==> src/rtl/uart_rx_string.sv <==
// Line assembler behind uart_frame_rx: collects bytes into a packed
// string ended by a terminator, an idle timeout, overflow or framing error.
module uart_rx_string #(
  parameter int         SYS_FREQ   = 125,
  parameter int         MAX_LEN    = 32,
  parameter logic [7:0] TERM_CHAR  = 8'h0D,
  parameter bit         IGNORE_LF  = 1'b1,
  parameter int         TIMEOUT_US = 2000
) (
  input  logic         clk,
  input  logic         reset_p,
  input  logic         rx_valid,
  input  logic [7:0]   rx_data,
  input  logic         rx_err,
  output logic [255:0] string_out,
  output logic [5:0]   string_len,
  output logic         str_valid,
  output logic         timed_out,
  output logic         ovf,
  output logic         err,
  output logic         busy
);

  localparam int          TCYC  = SYS_FREQ * TIMEOUT_US;
  localparam logic [31:0] TLAST = (TCYC > 0) ? 32'(TCYC - 1) : 32'd0;
  localparam logic [5:0]  MAXL  = 6'(MAX_LEN);

  typedef enum logic [1:0] {IDLE, COLLECT, DISCARD} state_t;

  state_t         state_q, state_d;
  logic [255:0]   shreg_q, shreg_d;
  logic [5:0]     cnt_q, cnt_d;
  logic [31:0]    timer_q, timer_d;
  logic [255:0]   str_q, str_d;
  logic [5:0]     len_q, len_d;
  logic           sv_q, sv_d;
  logic           to_q, to_d;
  logic           ovf_q, ovf_d;
  logic           err_q, err_d;
  logic           busy_q, busy_d;

  logic is_lf, is_term, tmo;

  assign is_lf   = IGNORE_LF && (rx_data == 8'h0A);
  assign is_term = (rx_data == TERM_CHAR);
  assign tmo     = (TCYC != 0) && (timer_q == TLAST);

  always_comb begin
    state_d = state_q;
    shreg_d = shreg_q;
    cnt_d   = cnt_q;
    timer_d = (state_q == IDLE) ? 32'd0 : timer_q + 32'd1;
    str_d   = str_q;
    len_d   = len_q;
    to_d    = to_q;
    sv_d    = 1'b0;
    ovf_d   = 1'b0;
    err_d   = 1'b0;
    if (rx_err) begin
      err_d   = 1'b1;
      state_d = IDLE;
      cnt_d   = '0;
      timer_d = '0;
    end else if (rx_valid) begin
      timer_d = '0;
      if (!is_lf) begin
        unique case (state_q)
          IDLE: if (!is_term) begin
            shreg_d = {248'b0, rx_data};
            cnt_d   = 6'd1;
            state_d = COLLECT;
          end
          COLLECT: if (is_term) begin
            str_d   = shreg_q;
            len_d   = cnt_q;
            to_d    = 1'b0;
            sv_d    = 1'b1;
            state_d = IDLE;
          end else if (cnt_q < MAXL) begin
            shreg_d = {shreg_q[247:0], rx_data};
            cnt_d   = cnt_q + 6'd1;
          end else begin
            state_d = DISCARD;
          end
          DISCARD: if (is_term) begin
            ovf_d   = 1'b1;
            state_d = IDLE;
          end
          default: state_d = IDLE;
        endcase
      end
    end else if (tmo) begin
      unique case (state_q)
        COLLECT: begin
          str_d   = shreg_q;
          len_d   = cnt_q;
          to_d    = 1'b1;
          sv_d    = 1'b1;
          state_d = IDLE;
        end
        DISCARD: begin
          ovf_d   = 1'b1;
          state_d = IDLE;
        end
        default: ;
      endcase
    end
    busy_d = (state_d != IDLE);
  end

  always_ff @(posedge clk) begin
    if (reset_p) begin
      state_q <= IDLE;
      shreg_q <= '0;
      cnt_q   <= '0;
      timer_q <= '0;
      str_q   <= '0;
      len_q   <= '0;
      sv_q    <= 1'b0;
      to_q    <= 1'b0;
      ovf_q   <= 1'b0;
      err_q   <= 1'b0;
      busy_q  <= 1'b0;
    end else begin
      state_q <= state_d;
      shreg_q <= shreg_d;
      cnt_q   <= cnt_d;
      timer_q <= timer_d;
      str_q   <= str_d;
      len_q   <= len_d;
      sv_q    <= sv_d;
      to_q    <= to_d;
      ovf_q   <= ovf_d;
      err_q   <= err_d;
      busy_q  <= busy_d;
    end
  end

  assign string_out = str_q;
  assign string_len = len_q;
  assign str_valid  = sv_q;
  assign timed_out  = to_q;
  assign ovf        = ovf_q;
  assign err        = err_q;
  assign busy       = busy_q;

endmodule

==> config.mk <==
export PLATFORM = sky130hd
export DESIGN_NAME = uart_rx_string
export DESIGN_NICKNAME = d
export VERILOG_FILES = /design/src/rtl/uart_rx_string.sv
export SDC_FILE = /design/constraint.sdc
export NUM_CORES = 1
export LEC_CHECK = 0
export BUFFER_PORTS_ARGS = -buffer_cell sky130_fd_sc_hd__buf_2
export CAP_MARGIN = 30
export CORE_UTILIZATION = 60
export CTS_CLUSTER_DIAMETER = 40
export DETAILED_ROUTE_END_ITERATION = 7
export MAX_ROUTING_LAYER = met4
export PLACE_DENSITY = 0.8
export SLEW_MARGIN = 10
export SYNTH_ARGS = -nofsm -noshare
export SYNTH_HDL_FRONTEND = slang
export SYNTH_SLANG_ARGS = --single-unit
==> constraint.sdc <==
create_clock -name clk -period 3 [get_ports clk]
set_input_delay 0.3 -clock clk [delete_from_list [all_inputs] [get_ports clk]]
set_output_delay 0.3 -clock clk [all_outputs]
set_load 0.05 [all_outputs]
==> key figures, run 1 <==
Pwr
  • Leakage power total: 9.18 nW
  • Clock network fraction of total power: 0.508
  • Share of total power in sequential cells: 0.470
  • Maximum vdd drop: 0.600 mV
  • Net switching power: 3.40 mW
  • Switching share of power: 0.213
  • Combinational Power Share: 0.022
  • Total power per unit cell area: 643 nW/um^2
  • Internal power of the cells: 12.5 mW

Global route
  • Pin count of the biggest net entering global routing: 132
  • Sum of overflow across all layers after global routing: 0
  • Number of antenna violations at the first check in global routing: 3
  • GRT Util Overall: 0.284
  • Wire length of the first global-routing pass: 80400 um
  • Vias in the first global route: 15.4k

Routing
  • Routed met3 length: 3050 um
  • Average wire per standard cell: 17.2 um
  • Detailed-router iteration count before antenna repair: 8
  • Detailed route wirelength on metal2: 23700 um
  • Final ANT Viol Nets: 0
  • Number of remaining DRC errors: 0
  • Via count: 16.7k
  • Count of routing violations after the opening detailed-route iteration: 1463
  • Total routed wirelength: 50800 um
  • DRT met1 WL: 22700 um
  • Mean number of vias per cell: 5.68
  • Highest signal layer in the routed design: met4

Critical path
  • Path length in cells of the critical path: 6
  • Cell family contributing the most delay on the critical path: simple AND/OR/NAND/NOR gates
  • Critical path data required time: 3530 ps
  • Crit Reg-Reg Startpoint: state_q[0]
  • Buffers plus inverters on the worst setup path: 1
  • Worst r2r path cells: 6
  • Endpoint kind of the worst setup timing path: flop
  • Category of the most critical setup path: reg -> reg
  • Capture point of the worst path: string_out[176]
  • Setup slack of the most critical reg-to-reg path: 520 ps
  • Biggest fanout along the worst timing path: 53
  • RR Endpoint: string_out[176]
  • CP cell instances: nor2b_1 > nand2b_1 > nor4_2 > a31o_4 > buf_12 > mux2i_1
  • Crit path arrival time: 3010 ps
  • Cell with the largest stage delay on the worst path: sky130_fd_sc_hd__dfxtp_1
  • Launching element type of the critical path: flop
  • CP startpoint: state_q[0]
  • Crit path largest cell delay: 480 ps

Yosys
  • Post-synthesis cell type count: 48
  • Post-synth EDFFs: 0
  • Area contributors post-synth: sky130_fd_sc_hd__dfxtp_1 (54%), sky130_fd_sc_hd__mux2i_1 (13%), sky130_fd_sc_hd__nand2_1 (9.7%), sky130_fd_sc_hd__a22oi_1 (8.9%), sky130_fd_sc_hd__nor2_1 (5.5%)
  • Cells after Synth: 2245
  • Post-synthesis sequential element count: 563
  • Synth Flop Type: sky130_fd_sc_hd__dfxtp_1
  • Mapped cell area: 20900 sq um
  • Yosys warns: 0
  • Commonest cells in the netlist: sky130_fd_sc_hd__dfxtp_1 (563), sky130_fd_sc_hd__nand2_1 (542), sky130_fd_sc_hd__nor2_1 (307)
  • Library cell with the largest summed area after synthesis: sky130_fd_sc_hd__dfxtp_1
  • Net count after synthesis: 2259
  • Count leader, synth: sky130_fd_sc_hd__dfxtp_1
  • Fraction of synthesized cell area taken by the top area cell type: 0.538
  • Synthesized area per cell: 9.33 sq um
  • Sequential cell area fraction in the yosys report: 0.538
  • Share of synthesized flip-flops with an asynchronous set or reset: 0

CTS
  • Number of buffers inserted for hold repair after clock tree synthesis: 8
  • Maximum level of the CTS H-tree: 2
  • Post-CTS Resized: 0
  • Max clock buf depth: 3
  • Clock-pin slew on the worst setup and hold paths: 60 ps
  • Clock latency on the worst-skew pair: 610 ps
  • Number of buffers added by the clock tree synthesis step: 61
  • Number of clock sinks: 563
  • CTS tree: built
  • Number of buffers added for setup after CTS: 0
  • Root Buffer Master: sky130_fd_sc_hd__clkbuf_16

Job
  • Max-cap check violation count: 0

Timing
  • Max Transition Viols Final: 0
  • Time the worst path needs with I/O delays and setup: 2480 ps
  • Final-layout worst hold slack: 45.1 ps
  • Achievable Freq: 403 MHz
  • Final cycle utilization of the critical path: 0.826
  • Worst Max-Slew Pin Slew: 747 ps
  • Setup TNS: 0 ps
  • Final setup violating endpoints: 0
  • Unrepaired setup endpoints after global routing: no
  • Worst slew margin relative to its limit: 0.502
  • Number of hold violations in the final report: 0
  • Worst setup skew after layout: 25.6 ps

Floorplan
  • Die Height: 189 um
  • Cell Rows: 68
  • Starting density of the core: 0.608
  • Floorplan die width: 189 um
  • Die Footprint: 35700 sq um
  • Number of top-level pins: 279
  • Core Box Area: 34500 sq um

Place
  • RePlAce Congestion: 0.863
  • Input/output buffers: 278
  • HPWL after detailed placement: 31800 um

Final layout
  • Area growth from synthesis to layout: 18.3%
  • Net count of the finished layout: 2456
  • Total of fill cells in the finished design: 2541
  • Proportion of layout cells with a drive suffix above 1: 0.172

Worst hold path
  • Hold crit path type: in -> reg

Run status
  • Result of the run: finished clean
## layout by cell type, fill, tap and decap left out, types with 3 or more instances in the layout
cell / count
sky130_fd_sc_hd__nand4_1: 11
sky130_fd_sc_hd__clkinvlp_4: 5
sky130_fd_sc_hd__nor4_2: 4
sky130_fd_sc_hd__nor4b_1: 3
sky130_fd_sc_hd__xor2_1: 18
sky130_fd_sc_hd__buf_2: 277
sky130_fd_sc_hd__inv_6: 6
sky130_fd_sc_hd__nand2_1: 542
sky130_fd_sc_hd__o21ai_0: 3
sky130_fd_sc_hd__nor4_1: 10
sky130_fd_sc_hd__buf_4: 10
sky130_fd_sc_hd__nand3_1: 15
sky130_fd_sc_hd__xnor2_1: 14
sky130_fd_sc_hd__bufinv_16: 11
sky130_fd_sc_hd__nor2_1: 307
sky130_fd_sc_hd__clkbuf_8: 8
sky130_fd_sc_hd__a22oi_1: 248
sky130_fd_sc_hd__clkinv_2: 8
sky130_fd_sc_hd__clkbuf_1: 4
sky130_fd_sc_hd__and3_1: 4
sky130_fd_sc_hd__nor3_1: 5
sky130_fd_sc_hd__dfxtp_1: 563
sky130_fd_sc_hd__inv_1: 6
sky130_fd_sc_hd__clkbuf_16: 63
sky130_fd_sc_hd__mux2i_1: 270
sky130_fd_sc_hd__a21oi_1: 3
sky130_fd_sc_hd__clkinv_4: 4
sky130_fd_sc_hd__inv_8: 3
sky130_fd_sc_hd__nor3b_1: 3
sky130_fd_sc_hd__buf_12: 17
sky130_fd_sc_hd__dlygate4sd3_1: 8
## area by class of cell
class                      count  area (sq um)  share of cell area
antenna                        2          5.00            0.000202
clock buffer                  74          1690              0.0681
clock inverter                36           518              0.0209
inverter                       7          33.8             0.00136
multi-input combinational   1495          8770               0.354
sequential                   563         11300               0.455
tap                          455           569              0.0230
timing repair buffer         314          1920              0.0776
## worst min-delay path by stage
stage / startpoint / end / slack (ps) / depth (start not counted)
2_1_floorplan: rx_err / err / 430 / 1
3_3_place_gp: string_out[115] / string_out[115] / 440 / 2
3_5_place_dp: string_out[233] / string_out[233] / 440 / 2
4_1_cts: rx_data[0] / shreg_q[0] / 20 / 3
5_1_grt: rx_data[0] / shreg_q[0] / 40 / 3
6_report: rx_data[0] / shreg_q[0] / 50 / 3
## cell families after synthesis
| kind of cell | Yosys count | synth area share |
|---|---|---|
| AO/OA/AOI/OAI | 268 | 0.0956 |
| adder cells (fa/ha/maj) | 2 | 0.00119 |
| flip-flops | 563 | 0.538 |
| buffers and inverters | 187 | 0.0444 |
| AND/OR/NAND/NOR | 923 | 0.178 |
| multiplexers | 270 | 0.129 |
| XOR/XNOR | 32 | 0.0134 |
## sequential cells by signal, indices dropped and copies added, names as in the netlist, 2 cells and up
| register | flops |
|---|---|
| cnt_q | 6 |
| shreg_q | 256 |
| state_q | 2 |
| string_len | 6 |
| string_out | 256 |
| timer_q | 32 |
## metal layers
layer / up-vias / global-route usage
li1: 8001 / -
met1: 8111 / 0.381
met2: 534 / 0.439
met3: 79 / 0.0404
met4: 0 / 0.102
met5: - / -
## worst min-delay path: stages
cell	delay (ps)
sky130_fd_sc_hd__buf_2	130
sky130_fd_sc_hd__mux2i_1	80
sky130_fd_sc_hd__nor2_1	90
## through the flow
stage	cells	utilization	area [sq um]	setup slack, ps	power (mW)
after floorplan	2245	-	20900	1130	7.90
after global placement	2825	0.652	22500	635	7.99
after detailed placement	2826	0.653	22500	558	7.99
after CTS	2944	0.719	24800	538	16.0
after global routing	2946	0.719	24800	374	16.3
final	2946	0.719	24800	521	15.9
## power by group through the flow
stage | sequential [mW] | combinational [mW] | clock (mW)
floorplan | 7.66 | 0.240 | 0
global placement | 7.66 | 0.328 | 0
detailed placement | 7.66 | 0.336 | 0
CTS | 7.49 | 0.348 | 8.18
global route | 7.49 | 0.378 | 8.48
finish | 7.49 | 0.350 | 8.08
No activity file was read; power rests on OpenSTA's default activity.
==> inputs of run 2 (changes only) <==
Settings changed: CORE_UTILIZATION 60 to 57, PLACE_DENSITY 0.8 to 0.76.
Clock period 3 ns to 2.5 ns, I/O delays scaled along.
==> run 2 against run 1 <==
Compared with the run above:
- non-clock buffer count increased by 9
- wire length increased by 0.10%
- sequential power increased by 20%
- sequential share of layout area decreased by 0.39 points
- clock skew decreased by 6.4 ps
- worst setup slack got worse by 300 ps
- via count decreased by 0.41%
- global-route usage decreased by 1.3 points
- power increased by 21%
- final cell count increased by 0.81%
- critical endpoint is now string_out[252]
- largest power group unchanged
==> key figures, run 2 (synthesis gave the netlist of run 1 again) <==
Run status
  • Result of the run: finished clean

Floorplan
  • Number of top-level pins: 279 (unchanged)
  • Floorplan die width: 194 um (+2.6%)
  • Core Box Area: 35800 sq um (+4.0%)
  • Die Footprint: 37500 sq um (+5.2%)
  • Die Height: 194 um (+2.6%)
  • Starting density of the core: 0.585 (-0.0232)
  • Cell Rows: 69 (+1.5%)

Final layout
  • Area growth from synthesis to layout: 19.3%
  • Net count of the finished layout: 2470 (+0.57%)
  • Final core utilization: 0.698 (-0.0215)
  • Most common cell after layout, fill and taps aside: sky130_fd_sc_hd__dfxtp_1
  • Commonest non-fill, non-tap cells in the layout: sky130_fd_sc_hd__dfxtp_1 (563), sky130_fd_sc_hd__nand2_1 (542), sky130_fd_sc_hd__nor2_1 (307)
  • Total of fill cells in the finished design: 2749 (+8.2%)
  • Proportion of layout cells with a drive suffix above 1: 0.175 (+0.00315)

CTS
  • Root Buffer Master: sky130_fd_sc_hd__clkbuf_16
  • Number of buffers added for setup after CTS: 0 (unchanged)
  • Maximum level of the CTS H-tree: 3 (+1)
  • Max clock buf depth: 3 (unchanged)
  • CTS tree: built
  • Number of buffers added by the clock tree synthesis step: 66 (+8.2%)
  • Clock-pin slew on the worst setup and hold paths: 60 ps (about the same)
  • Number of clock sinks: 563 (unchanged)
  • Clock latency on the worst-skew pair: 570 ps (-40 ps)

Critical path
  • Critical path data required time: 2970 ps (-560 ps)
  • Crit path largest cell delay: 470 ps (about the same)
  • Worst r2r path cells: 7 (+1)
  • Category of the most critical setup path: reg -> reg
  • CP cell instances: nor2b_1 > nand2b_1 > nor4_2 > a31o_4 > buf_12 > buf_12 > mux2i_1
  • CP startpoint: state_q[0]
  • Launching element type of the critical path: flop
  • Crit Reg-Reg Startpoint: state_q[0]
  • Endpoint kind of the worst setup timing path: flop
  • Cell family contributing the most delay on the critical path: simple AND/OR/NAND/NOR gates
  • Setup slack of the most critical reg-to-reg path: 220 ps (-300 ps)
  • Buffers plus inverters on the worst setup path: 2 (+1)
  • Biggest fanout along the worst timing path: 28 (-47%)
  • Cell repeated most along the worst path: sky130_fd_sc_hd__buf_12
  • Cell with the largest stage delay on the worst path: sky130_fd_sc_hd__dfxtp_1
  • Path length in cells of the critical path: 7 (+1)
  • RR Endpoint: string_out[252]
  • Crit path arrival time: 2750 ps (-260 ps)

Timing
  • Unrepaired setup endpoints after global routing: no
  • Worst Max-Slew Pin Slew: 826 ps (+78.8 ps)
  • Number of hold violations in the final report: 0 (unchanged)
  • Worst slew margin relative to its limit: 0.449 (-0.0525)
  • Achievable Freq: 439 MHz (+8.7%)
  • Worst setup skew after layout: 19.3 ps (-6.39 ps)
  • Time the worst path needs with I/O delays and setup: 2280 ps (-199 ps)
  • Final setup violating endpoints: 0 (unchanged)
  • Setup TNS: 0 ps (unchanged)
  • Max Transition Viols Final: 0 (unchanged)
  • Final cycle utilization of the critical path: 0.912 (+0.0858)

Pwr
  • Total power per unit cell area: 772 nW/um^2 (+20%)
  • Leakage power total: 9.28 nW (+1.1%)
  • Maximum vdd drop: 0.517 mV (-14%)

Routing
  • Count of routing violations after the opening detailed-route iteration: 1309 (-11%)
  • Total routed wirelength: 50800 um (+0.10%)
  • Detailed-router iteration count before antenna repair: 5 (-3)
  • Mean number of vias per cell: 5.61 (-1.2%)
  • Final ANT Viol Nets: 0 (unchanged)
  • Via count: 16.7k (-0.41%)
  • Average wire per standard cell: 17.1 um (-0.71%)
  • Number of remaining DRC errors: 0 (unchanged)

Place
  • HPWL after detailed placement: 32300 um (+1.5%)
  • Input/output buffers: 278 (unchanged)
  • RePlAce Congestion: 0.880 (+2.0%)

Global route
  • Sum of overflow across all layers after global routing: 0 (unchanged)
  • Vias in the first global route: 15.6k (+0.93%)
  • Number of antenna violations at the first check in global routing: 2 (-1)
  • Wire length of the first global-routing pass: 81600 um (+1.5%)
  • GRT Util Overall: 0.271 (-0.0131)
  • Pin count of the biggest net entering global routing: 136 (+3.0%)

Worst hold path
  • Hold crit path type: in -> reg
  • Hold Path Sink: err
  • Critical hold path startpoint: rx_err
  • Worst hold stages: 2 (-1)

Job
  • Max-cap check violation count: 0 (unchanged)
[run 2: through the flow]
stage / power, mW / hold WS, ps / instances / setup WS [ps] / instance area (sq um)
final: 19.3 / 27.5 / 2970 / 220 / 25000
after global routing: 19.8 / 6.15 / 2970 / 2.56 / 25000
after CTS: 19.4 / 4.80 / 2968 / 215 / 25000
after detailed placement: 9.60 / 444 / 2841 / 228 / 22600
after global placement: 9.59 / 439 / 2841 / 321 / 22600
after floorplan: 9.48 / 378 / 2245 / 631 / 20900
[run 2: metal layers]
| layer | GRT usage | vias up | part of all wire |
|---|---|---|---|
| li1 | - | 8026 | - |
| met1 | 0.355 | 8013 | 0.44 |
| met2 | 0.427 | 538 | 0.47 |
| met3 | 0.0470 | 80 | 0.066 |
| met4 | 0.0874 | 0 | 0.022 |
| met5 | - | - | 0 |
[run 2: worst max-delay path by stage]
stage	end	slack, ps
after floorplan	string_out[100]	630
after global placement	string_out[254]	320
after detailed placement	string_out[252]	230
after CTS	string_out[252]	210
after global routing	string_out[252]	3
final	string_out[252]	220
[run 2: power breakdown]
part           internal, mW  total, mW  switching, mW
clock                  6.08       9.87           3.78
combinational        0.0926      0.425          0.332
sequential             8.98       8.99        0.00960
total                  15.2       19.3           4.12
[run 2: layout make-up]
cell class | count | area, sq um | area share
tap | 461 | 577 | 0.0231
inverter | 7 | 33.8 | 0.00135
multi-input combinational | 1495 | 8770 | 0.351
sequential | 563 | 11300 | 0.451
clock buffer | 90 | 1930 | 0.0772
timing repair buffer | 323 | 2060 | 0.0824
clock inverter | 29 | 350 | 0.0140
antenna | 2 | 5.00 | 0.000200
[run 2: timing repair]
action | in CTS | in global routing
hold buffers | 8 | 0
gates resized for setup | 0 | 0
hold endpoints to repair | 8 | 0
